==> src/rtl/snn_ctrl_pkg.sv <==
// snn_ctrl_pkg
//   Shared types and default sizing for the SNN inference sequencer.
//   seq_state_t : sequencer FSM states
//   SNN_*       : default parameter values used by the sequencer top
package snn_ctrl_pkg;

  typedef enum logic [2:0] {
    ST_IDLE = 3'd0,
    ST_LOAD = 3'd1,
    ST_KICK = 3'd2,
    ST_RUN  = 3'd3,
    ST_REQ  = 3'd4,
    ST_WAIT = 3'd5,
    ST_DONE = 3'd6
  } seq_state_t;

  localparam int unsigned SNN_NUM_INPUTS     = 32'd1023;
  localparam int unsigned SNN_ADDR_W         = 32'd10;
  localparam int unsigned SNN_DAT_W          = 32'd8;
  localparam int unsigned SNN_NUM_STEPS      = 32'd32;
  localparam int unsigned SNN_ID_W           = 32'd5;
  localparam int unsigned SNN_TIMEOUT_CYCLES = 32'd8192;

endpackage

==> src/rtl/snn_step_watchdog.sv <==
// snn_step_watchdog
//   Down-counting watchdog for the inference sequencer.
//   clk, rst_n : clock, asynchronous active-low reset
//   load       : reload the counter with TIMEOUT_CYCLES
//   tick       : count down one cycle (only while the guarded phase is active)
//   expired    : the count reaches zero on this tick (combinational, the
//                sequencer registers the resulting error flag)
module snn_step_watchdog #(
  parameter int unsigned TIMEOUT_CYCLES = 32'd8192
) (
  input  logic clk,
  input  logic rst_n,
  input  logic load,
  input  logic tick,
  output logic expired
);

  localparam int unsigned CNT_W = $clog2(TIMEOUT_CYCLES + 1);

  logic [CNT_W-1:0] cnt_q, cnt_d;

  // next counter value: reload wins over counting, stop at zero
  always_comb begin
    cnt_d = cnt_q;
    if (load) begin
      cnt_d = CNT_W'(TIMEOUT_CYCLES);
    end else if (tick && (cnt_q != {CNT_W{1'b0}})) begin
      cnt_d = cnt_q - CNT_W'(1);
    end else begin
      cnt_d = cnt_q;
    end
  end

  // fires on the tick that takes the count from 1 to 0
  assign expired = tick & ~load & (cnt_q == CNT_W'(1));

  // counter register
  always_ff @(posedge clk or negedge rst_n) begin
    if (!rst_n) begin
      cnt_q <= {CNT_W{1'b0}};
    end else begin
      cnt_q <= cnt_d;
    end
  end

endmodule

==> src/rtl/snn_inference_sequencer.sv <==
// snn_inference_sequencer
//   Runs one inference pass: streams host data into the spike generator's
//   input memory, kicks spike generation, counts timesteps, requests the
//   winner and latches the class ID for the host.
//   Optional watchdog: define SNN_SEQ_WATCHDOG_EN.
// Ports:
//   clk, rst_n                         clock, async active-low reset
//   start                              begin inference (IDLE/DONE only)
//   host_dat/host_valid/host_ready     host input stream
//   load_addr/load_en/load_dat         input-memory write port
//   pre_processing_done                one-cycle kick to spike generation
//   current_step_finished              one pulse per completed timestep
//   get_winner                         one-cycle winner request
//   infer_ready/winner_id              winner from the spiking layer
//   result_id/result_valid             latched winner for the host
//   busy                               any state other than IDLE/DONE
//   error                              watchdog expired
module snn_inference_sequencer
  import snn_ctrl_pkg::*;
#(
  parameter int unsigned NUM_INPUTS     = SNN_NUM_INPUTS,
  parameter int unsigned ADDR_W         = SNN_ADDR_W,
  parameter int unsigned DAT_W          = SNN_DAT_W,
  parameter int unsigned NUM_STEPS      = SNN_NUM_STEPS,
  parameter int unsigned ID_W           = SNN_ID_W,
  parameter int unsigned TIMEOUT_CYCLES = SNN_TIMEOUT_CYCLES
) (
  input  logic              clk,
  input  logic              rst_n,
  input  logic              start,
  input  logic [DAT_W-1:0]  host_dat,
  input  logic              host_valid,
  output logic              host_ready,
  output logic [ADDR_W-1:0] load_addr,
  output logic              load_en,
  output logic [DAT_W-1:0]  load_dat,
  output logic              pre_processing_done,
  input  logic              current_step_finished,
  output logic              get_winner,
  input  logic              infer_ready,
  input  logic [ID_W-1:0]   winner_id,
  output logic [ID_W-1:0]   result_id,
  output logic              result_valid,
  output logic              busy,
  output logic              error
);

  localparam int unsigned STEP_W = $clog2(NUM_STEPS + 1);
  localparam logic [ADDR_W-1:0] LAST_ADDR = ADDR_W'(NUM_INPUTS - 1);
  localparam logic [STEP_W-1:0] STEP_MAX  = STEP_W'(NUM_STEPS);

  seq_state_t        state_q, state_d;
  logic [ADDR_W-1:0] addr_q, addr_d;
  logic [STEP_W-1:0] step_q, step_d, step_inc_s;
  logic              host_ready_q, host_ready_d;
  logic [ADDR_W-1:0] load_addr_q, load_addr_d;
  logic              load_en_q, load_en_d;
  logic [DAT_W-1:0]  load_dat_q, load_dat_d;
  logic              ppd_q, ppd_d;
  logic              get_winner_q, get_winner_d;
  logic [ID_W-1:0]   result_id_q, result_id_d;
  logic              result_valid_q, result_valid_d;
  logic              busy_q, busy_d;
  logic              error_q, error_d;
  logic              wd_load_s, wd_tick_s, wd_expired_s;

  // saturating step increment: never wraps past NUM_STEPS
  assign step_inc_s = (step_q == STEP_MAX) ? step_q : step_q + STEP_W'(1);

  // next-state and next-output logic
  always_comb begin
    state_d        = state_q;
    addr_d         = addr_q;
    step_d         = step_q;
    host_ready_d   = host_ready_q;
    load_addr_d    = load_addr_q;
    load_en_d      = 1'b0;
    load_dat_d     = load_dat_q;
    ppd_d          = 1'b0;
    get_winner_d   = 1'b0;
    result_id_d    = result_id_q;
    result_valid_d = result_valid_q;
    error_d        = error_q;
    wd_load_s      = 1'b0;
    wd_tick_s      = 1'b0;
    case (state_q)
      ST_IDLE, ST_DONE: begin
        if (start) begin
          result_valid_d = 1'b0;
          error_d        = 1'b0;
          addr_d         = {ADDR_W{1'b0}};
          step_d         = {STEP_W{1'b0}};
          host_ready_d   = 1'b1;
          state_d        = ST_LOAD;
        end else begin
          state_d = state_q;
        end
      end
      ST_LOAD: begin
        if (host_valid && host_ready_q) begin
          load_en_d   = 1'b1;
          load_addr_d = addr_q;
          load_dat_d  = host_dat;
          if (addr_q == LAST_ADDR) begin
            // ready drops together with the last write strobe
            host_ready_d = 1'b0;
            state_d      = ST_KICK;
          end else begin
            addr_d = addr_q + ADDR_W'(1);
          end
        end else begin
          load_en_d = 1'b0;
        end
      end
      ST_KICK: begin
        ppd_d     = 1'b1;
        wd_load_s = 1'b1;
        state_d   = ST_RUN;
      end
      ST_RUN: begin
        wd_tick_s = 1'b1;
        if (current_step_finished) begin
          wd_load_s = 1'b1;
          step_d    = step_inc_s;
          if (step_inc_s == STEP_MAX) begin
            get_winner_d = 1'b1;
            state_d      = ST_REQ;
          end else begin
            state_d = ST_RUN;
          end
        end else if (wd_expired_s) begin
          error_d = 1'b1;
          state_d = ST_IDLE;
        end else begin
          state_d = ST_RUN;
        end
      end
      ST_REQ: begin
        wd_load_s = 1'b1;
        state_d   = ST_WAIT;
      end
      ST_WAIT: begin
        wd_tick_s = 1'b1;
        if (infer_ready) begin
          result_id_d    = winner_id;
          result_valid_d = 1'b1;
          state_d        = ST_DONE;
        end else if (wd_expired_s) begin
          error_d = 1'b1;
          state_d = ST_IDLE;
        end else begin
          state_d = ST_WAIT;
        end
      end
      default: begin
        host_ready_d = 1'b0;
        state_d      = ST_IDLE;
      end
    endcase
    busy_d = !((state_d == ST_IDLE) || (state_d == ST_DONE));
  end

`ifdef SNN_SEQ_WATCHDOG_EN
  snn_step_watchdog #(
    .TIMEOUT_CYCLES (TIMEOUT_CYCLES)
  ) u_watchdog (
    .clk     (clk),
    .rst_n   (rst_n),
    .load    (wd_load_s),
    .tick    (wd_tick_s),
    .expired (wd_expired_s)
  );
`else
  logic unused_wd_s;
  assign wd_expired_s = 1'b0;
  assign unused_wd_s  = wd_load_s | wd_tick_s;
`endif

  // FSM state, counters and registered outputs
  always_ff @(posedge clk or negedge rst_n) begin
    if (!rst_n) begin
      state_q        <= ST_IDLE;
      addr_q         <= {ADDR_W{1'b0}};
      step_q         <= {STEP_W{1'b0}};
      host_ready_q   <= 1'b0;
      load_addr_q    <= {ADDR_W{1'b0}};
      load_en_q      <= 1'b0;
      load_dat_q     <= {DAT_W{1'b0}};
      ppd_q          <= 1'b0;
      get_winner_q   <= 1'b0;
      result_id_q    <= {ID_W{1'b0}};
      result_valid_q <= 1'b0;
      busy_q         <= 1'b0;
      error_q        <= 1'b0;
    end else begin
      state_q        <= state_d;
      addr_q         <= addr_d;
      step_q         <= step_d;
      host_ready_q   <= host_ready_d;
      load_addr_q    <= load_addr_d;
      load_en_q      <= load_en_d;
      load_dat_q     <= load_dat_d;
      ppd_q          <= ppd_d;
      get_winner_q   <= get_winner_d;
      result_id_q    <= result_id_d;
      result_valid_q <= result_valid_d;
      busy_q         <= busy_d;
      error_q        <= error_d;
    end
  end

  assign host_ready          = host_ready_q;
  assign load_addr           = load_addr_q;
  assign load_en             = load_en_q;
  assign load_dat            = load_dat_q;
  assign pre_processing_done = ppd_q;
  assign get_winner          = get_winner_q;
  assign result_id           = result_id_q;
  assign result_valid        = result_valid_q;
  assign busy                = busy_q;
  assign error               = error_q;

endmodule

==> config.mk <==
export PLATFORM = sky130hd
export DESIGN_NAME = snn_inference_sequencer
export DESIGN_NICKNAME = d
export VERILOG_FILES = /design/src/rtl/snn_ctrl_pkg.sv /design/src/rtl/snn_step_watchdog.sv /design/src/rtl/snn_inference_sequencer.sv
export SDC_FILE = /design/constraint.sdc
export NUM_CORES = 1
export LEC_CHECK = 0
export BUFFER_PORTS_ARGS = -buffer_cell sky130_fd_sc_hd__buf_2
export CAP_MARGIN = 20
export CORE_MARGIN = 3
export CORE_UTILIZATION = 35
export CTS_CLUSTER_DIAMETER = 100
export DETAILED_ROUTE_END_ITERATION = 10
export PLACE_DENSITY = 0.66
export REMOVE_ABC_BUFFERS = 1
export SLEW_MARGIN = 20
export SYNTH_ARGS = -nofsm -noshare
export SYNTH_HDL_FRONTEND = slang
export SYNTH_HIERARCHICAL = 1
export SYNTH_SLANG_ARGS = --single-unit
==> constraint.sdc <==
create_clock -name clk -period 2.5 [get_ports clk]
set_input_delay 0.5 -clock clk [delete_from_list [all_inputs] [get_ports clk]]
set_output_delay 0.5 -clock clk [all_outputs]
set_load 0.01 [all_outputs]
# Word-level counts from Yosys, hierarchy flattened

Index checks and enable logic that the tools add are counted.

Register bits after elaboration: 48
Logic and storage cells: 75
Output and inout port bits: 30
Input bits: 19

Muxes and demuxes: 28
Bitwise gates (word level): 1
Reduce and logical (&&, ||, !) cells: 16
Equal/unequal tests: 16
Add/subtract/negate cells: 2

Operators by type and width:

| operator                                                        | count |
|---|---|
| 10-bit two-way mux                                              | 3 |
| 10-bit case mux with 2 select lines                             | 1 |
| 6-bit two-way mux                                               | 3 |
| 3-bit case mux with 6 select lines                              | 1 |
| 3-bit two-way mux                                               | 5 |
| 3-bit == test, second input constant                            | 4 |
| 6-bit == test, second input constant                            | 2 |
| 2-bit inequality test, second input constant                    | 6 |
| 6-bit case mux with 2 select lines                              | 1 |
| 1-bit two-way mux                                               | 11 |
| 10-bit by 1-bit adder with 10-bit output, second input constant | 1 |
| 10-bit == test, second input constant                           | 1 |
| 4-bit AND reduction                                             | 2 |
| 6-bit by 1-bit adder with 6-bit output, second input constant   | 1 |
| 3-bit by 2-bit == test with 1-bit output, second input constant | 2 |
| 3-bit logical NOT                                               | 2 |
| 3-bit AND reduction                                             | 2 |
| 2-bit nonzero test                                              | 3 |
| 2-bit AND reduction                                             | 2 |
| 4-bit OR reduction                                              | 1 |
| 3-bit by 1-bit == test with 1-bit output, second input constant | 1 |
| 1-bit case mux with 3 select lines                              | 1 |
| 2-bit two-way mux                                               | 1 |
| 1-bit case mux with 2 select lines                              | 1 |
| other kinds (5)                                                 | 5 |

# Logic depth before layout (Yosys ltp)

Gate-level depths: netlist of the first run.

Depth after elaboration: 9
Mapped depth: 7
Gate-level depth less buffers: 7

# Worst setup path before layout of the first run

OpenSTA, ideal clock, no wires.

Kind: flip-flop to flip-flop
Start: register state_q[2]
End: register addr_q[7]
Cell stages (with the launch flop): 7
Data required time: 2.434 ns
Setup slack: 0.756 ns
Arrival time: 1.678 ns
Period minus slack after synthesis: 1.744 ns
Buffers on the path: 1
Setup time: 0.066 ns
Cell sequence: dfrtp_1 -> buf_6 -> or2_4 -> o32ai_4 -> nand2_4 -> or4_1 -> nand2_1

Word-level cells in the longest chain between the ends: 4
Elaborated cells between the ends (all ways): 10
Those cells by class: eq/ne (5); mux (1); reduce/logical (4)

Ends and longest elaborated chain:

| item                                                                                | RTL line                       | RTL |
|---|---|---|
| from (decl)                                                                         | snn_inference_sequencer.sv:52  | `seq_state_t state_q, state_d;` |
| from (signal assigned)                                                              | snn_inference_sequencer.sv:196 | `state_q <= state_d;` |
| 3-bit == test / 3-bit logical NOT (equally long branches)                           | snn_inference_sequencer.sv:86  | `case (state_q)` |
| 2-bit OR reduction                                                                  | snn_inference_sequencer.sv:86  |  |
| 2-bit inequality test (no source line) / 2-bit nonzero test (equally long branches) | --                             |  |
| 4-bit AND reduction (no source line)                                                | --                             |  |
| to (signal assigned)                                                                | snn_inference_sequencer.sv:183 | `addr_q <= {ADDR_W{1'b0}};` |
| to (signal assigned)                                                                | snn_inference_sequencer.sv:197 | `addr_q <= addr_d;` |
| to (decl)                                                                           | snn_inference_sequencer.sv:53  | `logic [ADDR_W-1:0] addr_q, addr_d;` |

Several ways; a longest one is shown, not always the timed one.
A chain may end at the register's enable or synchronous reset.

# Final worst setup path of the first run

Start: register state_q[0]
End: register step_q[4]

Word-level cells in the longest chain between the ends: 4
Elaborated cells between the ends (all ways): 9
Those cells by class: eq/ne (4); mux (1); reduce/logical (4)

Ends and longest elaborated chain:

| item                                                                                | RTL line                       | RTL |
|---|---|---|
| 3-bit == test / 3-bit logical NOT (equally long branches)                           | snn_inference_sequencer.sv:86  |  |
| 2-bit OR reduction                                                                  | snn_inference_sequencer.sv:86  |  |
| 2-bit inequality test (no source line) / 2-bit nonzero test (equally long branches) | --                             |  |
| 3-bit AND reduction (no source line)                                                | --                             |  |
| to (signal assigned)                                                                | snn_inference_sequencer.sv:184 | `step_q <= {STEP_W{1'b0}};` |
| to (signal assigned)                                                                | snn_inference_sequencer.sv:198 | `step_q <= step_d;` |
| to (decl)                                                                           | snn_inference_sequencer.sv:54  | `logic [STEP_W-1:0] step_q, step_d, step_inc_s;` |

Several ways; a longest one is shown, not always the timed one.

==> results.cfg, run 1 <==
[status]
run_status = finished, final reports clean

[global_route]
grt.total_usage_pct = 13.2
grt_max_degree = 49
first_pass_grt_wire_length_um = 7980
via_count_of_the_first_global_routing_pass = 1709
initial_antenna_violation_count = 0
grt_remaining_overflow = 0

[routing]
vias = 1772
detail_route.drc_violations = 0
drt_iter0_drc = 97
vias_per_cell = 5.06
final_antenna_net_count = 0
total_wire_length_um = 4740
first_pass_detailed_route_iteration_total = 4
routedWlPerCell_um = 13.6

[placement]
place.detailed.hpwl_um = 3450
buffer_ports.inserted = 47
gpl_wtd_cong = 0.896

[timing]
skew_ps = 9.75
fmax_mhz = 513
finalCritPeriodShare_pct = 78.0
maxSlewViolCount = 0
setup-tns-final_ps = 0
final.min_clock_period_ps = 1950
timing.final.setup_violations = 0
tightest_slew_ps = 592
timing.final.hold_violations = 0
holdWs_ps = 156
grt_setup_unrepaired = false
timing.slew.headroom_pct = 60.5

[logic_synthesis]
postSynthCellCount = 223
netlist_top_cells_count = 48 x sky130_fd_sc_hd__dfrtp_1, 43 x sky130_fd_sc_hd__nand2_1, 14 x sky130_fd_sc_hd__mux2_2, 14 x sky130_fd_sc_hd__o21ai_0, 11 x sky130_fd_sc_hd__nor2_1
ys.flop_type = sky130_fd_sc_hd__dfrtp_1
yosysSeqAreaShare_pct = 52.5
synthesis_warning_total = 6
postSynth.asyncResetShare_pct = 100
post_synth_main_area_contributors = sky130_fd_sc_hd__dfrtp_1 53%, sky130_fd_sc_hd__nand2_1 7.1%, sky130_fd_sc_hd__mux2_2 6.9%
yosysUniqueCellTypes = 47
number_of_synthesized_register_bits = 48
netlist.area_leader.share_pct = 52.5
netlist_area_sq_um = 2290
syn-mean-instance-area_sq_um = 10.3
yosys.cell_count.top_type = sky130_fd_sc_hd__dfrtp_1
synth_top_cell_by_area = sky130_fd_sc_hd__dfrtp_1
synth_enable_flop_cells = 0

[clocking]
clock_tree.htree_level_count = 2
cts_inserted_buffers = 5
cts.hold.buffers_added = 0
cts_tree = built
post_cts.resized_instances = 0
post-cts-setup-buffer-count = 0
cts.reportedPaths.clkPinSlew_ps = 90
insertion_delay_ps = 300
clock_tree.root_cell = sky130_fd_sc_hd__clkbuf_8
cts.sink_count = 48
clockBufferDepth = 2

[final_layout]
area_delta_synth_final_pct = 18.2
antenna_cells = 0
final_nets = 297
layout.filler_cells = 603
post_route_cells_drive_above_1_share_pct = 27.6

[floorplan]
die_area_sq_um = 7540
core_region_area_sq_um = 6130
floorplan.initialDensity_pct = 37.3
die_w_um = 86.8
placement_rows = 28
die_height_um = 86.8
io_pins = 49

[pwr]
p_seq_share_pct = 49.4
powerDensity_nw_per_um2 = 835
p_clk_share_pct = 19.9
power.internal_mw = 1.46
vdd.ir_drop.worst_mv = 0.303
p_leak_nw = 1.40
design_power_total_mw = 2.26
netSwitchingFraction_pct = 35.2
netSwitchingPower_uw = 795
power_frac_comb_pct = 30.7

[critical_path]
crit_path_start_kind = flip-flop
worst-setup-path-type = reg -> reg
end_kind = flip-flop
minimum_setup_slack_among_reg_to_reg_paths_ps = 550
timing.critical_path.required_ps = 2680
timing.critical_path.fanout_max = 10
arrival_ps = 2140

[worst_hold_path]
holdCritPathClass = in -> async

[run]
number_of_max_capacitance_violations_reported = 0
==> registers in the layout, indices dropped and copies added (netlist names) <==
name                 flops
load_addr               10
result_id                5
get_winner               1
pre_processing_done      1
state_q                  3
result_valid             1
host_ready               1
step_q                   6
load_en                  1
busy                     1
load_dat                 8
addr_q                  10
==> stage by stage <==
stage                     utilization (%)  setup slack, ps  cells  area (sq um)
after floorplan                         -              638    216          2250
after global placement               42.7              592    342          2620
after detailed placement             42.7              556    342          2620
after CTS                            44.1              577    350          2700
after global routing                 44.1              408    350          2700
final                                44.1              549    350          2700
==> power by group through the flow <==
stage | logic (mW) | registers, mW | clock network [mW]
2_1_floorplan | 0.400 | 1.15 | 0
3_3_place_gp | 0.688 | 1.13 | 0
3_5_place_dp | 0.703 | 1.13 | 0
4_1_cts | 0.705 | 1.11 | 0.471
5_1_grt | 0.787 | 1.14 | 0.502
6_report | 0.693 | 1.11 | 0.450
==> layout by cell type (no fill, tap or decap), types with 2 or more instances in the layout <==
cell type,instances
sky130_fd_sc_hd__nand3_1,10
sky130_fd_sc_hd__o21ai_0,14
sky130_fd_sc_hd__and3_1,3
sky130_fd_sc_hd__nor2_1,11
sky130_fd_sc_hd__nand2_1,43
sky130_fd_sc_hd__o31ai_1,2
sky130_fd_sc_hd__xnor2_1,2
sky130_fd_sc_hd__ha_1,4
sky130_fd_sc_hd__and4_1,3
sky130_fd_sc_hd__mux2_2,14
sky130_fd_sc_hd__nand4_1,7
sky130_fd_sc_hd__nor3b_1,2
sky130_fd_sc_hd__inv_1,8
sky130_fd_sc_hd__buf_2,47
sky130_fd_sc_hd__clkbuf_8,5
sky130_fd_sc_hd__clkbuf_1,2
sky130_fd_sc_hd__a21oi_1,9
sky130_fd_sc_hd__nand2b_1,3
sky130_fd_sc_hd__buf_4,3
sky130_fd_sc_hd__or3_1,3
sky130_fd_sc_hd__xor2_1,5
sky130_fd_sc_hd__dfrtp_1,48
==> path summary, 6_finish.rpt <==
check,cells past startpoint,end,from
max in group asynchronous,2,step_q[2]$_DFFE_PN0P_,rst_n
min in group clk,3,load_dat[4]$_DFFE_PN0P_,host_dat[4]
setup reg to reg,5,step_q[4]$_DFFE_PN0P_,state_q[0]$_DFF_PN0_
hold / removal,2,result_id[1]$_DFFE_PN0P_,rst_n
setup / recovery,5,step_q[4]$_DFFE_PN0P_,state_q[0]$_DFF_PN0_
hold reg to reg,2,result_valid$_DFFE_PN0P_,result_valid$_DFFE_PN0P_
==> cell type report <==
type,count,area [sq um],share of cell area (%)
multi-input cells,159,1010,37.4
clock buffers,7,76.3,2.82
inverters,9,33.8,1.25
flip-flops and latches,48,1200,44.4
well taps,75,93.8,3.47
repair buffers,51,278,10.3
clock inverters,1,8.76,0.324
==> worst max-delay path, stage by stage (launching register included) <==
cell and delay (ps):
sky130_fd_sc_hd__dfrtp_1 500, sky130_fd_sc_hd__nand2b_1 330, sky130_fd_sc_hd__o21ai_0 120, sky130_fd_sc_hd__a21oi_1 510
sky130_fd_sc_hd__o21ai_0 180, sky130_fd_sc_hd__a22o_1 200
==> logic make-up after synthesis <==
| family | count (synthesis) | synth area share (%) |
|---|---|---|
| compound gates | 36 | 10.7 |
| xor+xnor | 7 | 2.68 |
| fa+ha+maj | 5 | 2.63 |
| buf+inv | 16 | 3.23 |
| flops | 48 | 52.5 |
| mux | 15 | 7.33 |
| other cells | 1 | 0.164 |
| simple gates | 95 | 20.7 |
==> routing by layer <==
layer	up-vias	track usage, %	routed length [um]
met5	-	0	0
met4	0	5.67	72
met3	7	3.14	232
met2	37	20.7	2180
met1	843	17.5	2250
li1	885	-	-
No activity file was read; power rests on OpenSTA's default activity.
==> run 2: changes to the inputs <==
ABC_AREA = 1   (was not set)
clock period = 1.9 ns   (was 2.5 ns; I/O delays follow)
==> run 2 against run 1 <==
Effect of this change:
- the flow now finishes with violations (hold timing)
- largest cell class unchanged
- sequential cell count did not move
- synthesized cell count rose by 26%
- maximum frequency rose by 14%
- setup slack got worse by 360 ps
- global-route usage rose by 0.63 points
- hold slack got worse by 160 ps
- area after synthesis rose by 0.77%
- first-iteration DRC count fell by 32%
- register-to-register slack got worse by 360 ps
==> results.cfg, run 2 <==
[status]
run_status = finished, violations left
violated_checks = hold timing

[timing]
setup-tns-final_ps = 0
fmax_mhz = 585
finalCritPeriodShare_pct = 90.0
timing.final.hold_violations = 1
final.min_clock_period_ps = 1710
skew_ps = 9.21
grt_setup_unrepaired = false
timing.final.setup_violations = 0
holdWs_ps = -1.09
maxSlewViolCount = 0

[logic_synthesis]
yosys.cell_count.top_type = sky130_fd_sc_hd__nand2_1
yosysSeqAreaShare_pct = 52.1
netlist_area_sq_um = 2300
netlist.area_leader.share_pct = 52.1
yosysUniqueCellTypes = 30
ys.flop_type = sky130_fd_sc_hd__dfrtp_1
postSynthCellCount = 281
synth_enable_flop_cells = 0
post_synth_main_area_contributors = sky130_fd_sc_hd__dfrtp_1 52%, sky130_fd_sc_hd__nand2_1 15%, sky130_fd_sc_hd__inv_1 5.5%
number_of_synthesized_register_bits = 48
netlist_top_cells_count = 90 x sky130_fd_sc_hd__nand2_1, 48 x sky130_fd_sc_hd__dfrtp_1, 34 x sky130_fd_sc_hd__inv_1
syn-mean-instance-area_sq_um = 8.20
synthesis_warning_total = 6
postSynth.asyncResetShare_pct = 100
synth_top_cell_by_area = sky130_fd_sc_hd__dfrtp_1

[run]
number_of_max_capacitance_violations_reported = 0

[critical_path]
crit_top_cell = sky130_fd_sc_hd__nand2_1
timing.critical_path.required_ps = 2100
arrival_ps = 1910
setup.worst_path.end = addr_q[8]$_DFFE_PN0P_
cp_cell_sequence = inv_1, ha_1, nand3_1, nor2_1, nand2_1, nand2_2, a21oi_4, buf_4, nand3_1, nand2_1, nand2_1, nor2_1
crit_path_start_kind = flip-flop
timing.critical_path.fanout_max = 8
cpPeakStageDelay_ps = 390
minimum_setup_slack_among_reg_to_reg_paths_ps = 190
worstRegToRegCells = 12
r2r-end = addr_q[8]$_DFFE_PN0P_
worst_path_max_delay_cell = sky130_fd_sc_hd__dfrtp_1
worst_r2r_startpoint = addr_q[0]$_DFFE_PN0P_
setup.worst_path.start = addr_q[0]$_DFFE_PN0P_
end_kind = flip-flop
worst-setup-path-type = reg -> reg

[placement]
gpl_wtd_cong = 0.853
post_dp_cell_area_sq_um = 2650
place.detailed.hpwl_um = 3690
buffer_ports.inserted = 47

[worst_hold_path]
holdCritPathClass = in -> async

[clocking]
post-cts-setup-buffer-count = 0
cts.hold.buffers_added = 0
cts_tree = built
insertion_delay_ps = 310
cts_inserted_buffers = 5
post_cts.resized_instances = 0
cts.reportedPaths.clkPinSlew_ps = 100
clock_tree.root_cell = sky130_fd_sc_hd__clkbuf_8
cts.sink_count = 48
clockBufferDepth = 2
clock_tree.htree_level_count = 2

[floorplan]
die_height_um = 87.1
core_region_area_sq_um = 6130
die_w_um = 87.1
placement_rows = 28
io_pins = 49
floorplan.initialDensity_pct = 37.6
die_area_sq_um = 7590

[routing]
final_antenna_net_count = 0
total_wire_length_um = 4800
vias = 1925
detail_route.drc_violations = 0
routedWlPerCell_um = 11.6
vias_per_cell = 4.67
first_pass_detailed_route_iteration_total = 4
drt_iter0_drc = 66

[final_layout]
area_delta_synth_final_pct = 19.2
layout_common_cells = 90 x sky130_fd_sc_hd__nand2_1, 48 x sky130_fd_sc_hd__dfrtp_1, 47 x sky130_fd_sc_hd__buf_2, 34 x sky130_fd_sc_hd__inv_1, 21 x sky130_fd_sc_hd__nor2_1
post_route_cells_drive_above_1_share_pct = 23.4
antenna_cells = 0
multi_input_comb_area_sq_um = 925
layout.filler_cells = 617
sequential_cell_area_sq_um = 1200
mostFrequentLayoutCell = sky130_fd_sc_hd__nand2_1
final_nets = 359
finish.utilization_pct = 44.8
finalInstanceArea_sq_um = 2750

[global_route]
grt_max_degree = 21
grt_remaining_overflow = 0
via_count_of_the_first_global_routing_pass = 1917
first_pass_grt_wire_length_um = 8420
initial_antenna_violation_count = 0
grt.total_usage_pct = 13.9

[pwr]
vdd.ir_drop.worst_mv = 0.564
p_leak_nw = 1.47
design_power_total_mw = 3.58
powerDensity_nw_per_um2 = 1310
run 2: cell types whose count changed after synthesis, sizes merged, moves of 5 or more:
cell | previous run | this run
nor3 | 1 | 6
o21ai | 14 | 20
nor2 | 11 | 24
a21oi | 9 | 4
mux2 | 14 | 5
inv | 8 | 37
nand3 | 10 | 18
xor2 | 5 | 0
nand2 | 44 | 93
run 2: layout make-up:
cell class / instances / share of cell area (%)
flip-flops and latches: 48 / 43.7
multi-input cells: 189 / 33.7
clock buffers: 6 / 3.01
clock inverters: 2 / 0.501
well taps: 75 / 3.42
inverters: 38 / 5.19
repair buffers: 54 / 10.5
run 2: kinds of logic after synthesis:
group	after synthesis	share of synthesized area, %
flops	48	52.1
buf+inv	44	7.82
fa+ha+maj	4	2.17
compound gates	29	7.28
mux	5	2.44
simple gates	150	28.0
other cells	1	0.163
run 2: worst min path at each step:
stage	startpoint	endpoint	slack, ps
after floorplan	rst_n	addr_q[0]$_DFFE_PN0P_	80
after global placement	rst_n	load_dat[6]$_DFFE_PN0P_	350
after detailed placement	rst_n	load_dat[6]$_DFFE_PN0P_	360
after CTS	rst_n	load_dat[6]$_DFFE_PN0P_	10
after global routing	rst_n	load_addr[3]$_DFFE_PN0P_	20
final	rst_n	addr_q[0]$_DFFE_PN0P_	-1
run 2: metrics by stage:
step,cells,setup WS (ps),hold WS (ps)
global route,412,5.92,17.0
finish,412,189,-1.09
floorplan,275,267,84.4
detailed placement,404,215,357
CTS,412,200,14.2
global placement,404,245,353
run 2: routing by layer:
layer  up-vias  track usage, %  wire length, um
li1       1001               -                -
met1       886            17.7             2220
met2        34            22.8             2310
met3         4            3.69              222
met4         0            4.60               42
met5         -               0                0
run 2: worst max-delay path: cells and delay by family, from the launching register on:
kind	cells	cell delay [ps]
and+or+nand+nor	8	620
DFF	1	390
adders and majority gates	1	190
AOI/OAI and AO/OA	1	60
buffers and inverters	2	350
run 2: report_power, final:
part	leakage [nW]	internal, mW	switching, mW
clock network	0.0516	0.298	0.358
registers	0.631	1.32	0.191
logic	0.791	0.541	0.881
total	1.47	2.16	1.43
==> run 3: changes to the inputs <==
BUFFER_PORTS_ARGS = not set   (was -buffer_cell sky130_fd_sc_hd__buf_2)
DONT_BUFFER_PORTS = 1   (was not set)
PLACE_DENSITY = 0.6   (was 0.66)
==> run 3 against run 2 <==
Effect of this change:
- hold slack better by 180 ps
- the flow now finishes without violations
- register-to-register slack better by 70 ps
- critical path depth up 1
- critical endpoint is now busy$_DFF_PN0_
- largest cell class unchanged
==> results.cfg, run 3 (synthesis results as in run 2) <==
[final_layout]
post_route_cells_drive_above_1_share_pct = 12.0
area_delta_synth_final_pct = 10.4
finalInstanceArea_sq_um = 2540
mostFrequentLayoutCell = sky130_fd_sc_hd__nand2_1
layout_common_cells = 89 x sky130_fd_sc_hd__nand2_1, 48 x sky130_fd_sc_hd__dfrtp_1, 32 x sky130_fd_sc_hd__inv_1, 21 x sky130_fd_sc_hd__nor2_1, 18 x sky130_fd_sc_hd__nand3_1
finish.cell_count_without_fillers = 366
finish.utilization_pct = 41.5
final_nets = 313
antenna_cells = 0

[timing]
grt_setup_unrepaired = false
holdWs_ps = 177
fmax_mhz = 610
setup-tns-final_ps = 0
timing.final.hold_violations = 0
final.min_clock_period_ps = 1640
timing.final.setup_violations = 0
setup_slack_ps = 261
skew_ps = 6.43
maxSlewViolCount = 0
finalCritPeriodShare_pct = 86.3

[critical_path]
worstPathBufferInverterCount = 2
cp_top_family = simple AND/OR/NAND/NOR gates
minimum_setup_slack_among_reg_to_reg_paths_ps = 260
timing.critical_path.required_ps = 2090
end_kind = flip-flop
crit_top_cell = sky130_fd_sc_hd__nand2_1
cp_cell_sequence = inv_2, ha_1, nand2_1, inv_1, nand3_1, nand2_1, nand2_1, nor2_2, nand2_1, nand2_1, nand2_1, nor2_1, nand3_1
crit_path_start_kind = flip-flop
worst_path_max_delay_cell = sky130_fd_sc_hd__dfrtp_1
timing.critical_path.fanout_max = 5
cpPeakStageDelay_ps = 430
arrival_ps = 1830
worst-setup-path-type = reg -> reg

[floorplan]
die_w_um = 87.1
die_area_sq_um = 7590
die_height_um = 87.1
io_pins = 49
placement_rows = 28
core_region_area_sq_um = 6130
floorplan.initialDensity_pct = 37.6

[global_route]
grt.total_usage_pct = 13.1
global_route.peak_usage_layer = met2
first_pass_grt_wire_length_um = 7700
met3_routing_resource_usage_after_global_routing_pct = 3.88
grt_max_degree = 49
grt_remaining_overflow = 0
via_count_of_the_first_global_routing_pass = 1675
initial_antenna_violation_count = 0
grtUsageMet2_pct = 21.0
grtUsageMet1_pct = 16.5

[routing]
final_antenna_net_count = 0
total_wire_length_um = 4790
detail_route.drc_violations = 0
drt_iter0_drc = 55
vias = 1781
first_pass_detailed_route_iteration_total = 4
vias_per_cell = 4.87
routedWlPerCell_um = 13.1

[pwr]
design_power_total_mw = 3.45
powerDensity_nw_per_um2 = 1360
vdd.ir_drop.worst_mv = 0.534
p_leak_nw = 1.27

[worst_hold_path]
holdCritPathClass = in -> reg

[placement]
post-place-cells = 356
buffer_ports.inserted = 0
place_ws_ps = 221
post_dp_cell_area_sq_um = 2400
gpl_wtd_cong = 0.869
place.detailed.hpwl_um = 3530

[clocking]
clockBufferDepth = 2
cts_inserted_buffers = 5
cts.sink_count = 48
cts.reportedPaths.clkPinSlew_ps = 90
clock_tree.root_cell = sky130_fd_sc_hd__clkbuf_8
insertion_delay_ps = 310
post-cts-setup-buffer-count = 0
clock_tree.htree_level_count = 2
cts_tree = built

[run]
number_of_max_capacitance_violations_reported = 0

[status]
run_status = finished, final reports clean
==> run 3: cell type report <==
cell class / instances / area (sq um)
well taps: 75 / 93.8
clock inverters: 2 / 13.8
fillers: 626 / 3590
flip-flops and latches: 48 / 1200
multi-input cells: 189 / 927
repair buffers: 8 / 82.6
inverters: 38 / 143
clock buffers: 6 / 82.6
==> run 3: final timing paths <==
check,start,to,cells after the start
min reg2reg,load_addr[5]$_DFFE_PN0P_,load_addr[5]$_DFFE_PN0P_,2
min,host_dat[6],load_dat[6]$_DFFE_PN0P_,2
min in group asynchronous,rst_n,load_addr[5]$_DFFE_PN0P_,2
max in group asynchronous,rst_n,step_q[3]$_DFFE_PN0P_,2
max reg2reg,step_q[0]$_DFFE_PN0P_,busy$_DFF_PN0_,13
max,step_q[0]$_DFFE_PN0P_,busy$_DFF_PN0_,13
==> run 3: where the power goes <==
group          switching, mW  internal (mW)  total [mW]
registers              0.340           1.32        1.66
logic                  0.712          0.424        1.14
clock network          0.356          0.298       0.654
total                   1.41           2.04        3.45
==> run 3: worst reg2reg max path, delay by kind of cell (launching register included) <==
family        cells  cell delay [ps]
simple gates     10              800
flops             1              430
buf+inv           2              150
fa+ha+maj         1              150
==> run 3: repair_timing <==
action | CTS | global route
hold buffers | 2 | 0
setup endpoints to repair | 0 | 3
hold endpoints to repair | 48 | 0
resized for setup | 0 | 4
==> run 3: routing by layer <==
| metal | part of all wire, % | vias up | wire [um] |
|---|---|---|---|
| met5 | 0 | - | 0 |
| met2 | 48 | 23 | 2310 |
| met1 | 46 | 841 | 2190 |
| met4 | 1.6 | 0 | 78 |
| li1 | - | 908 | - |
| met3 | 4.4 | 9 | 213 |
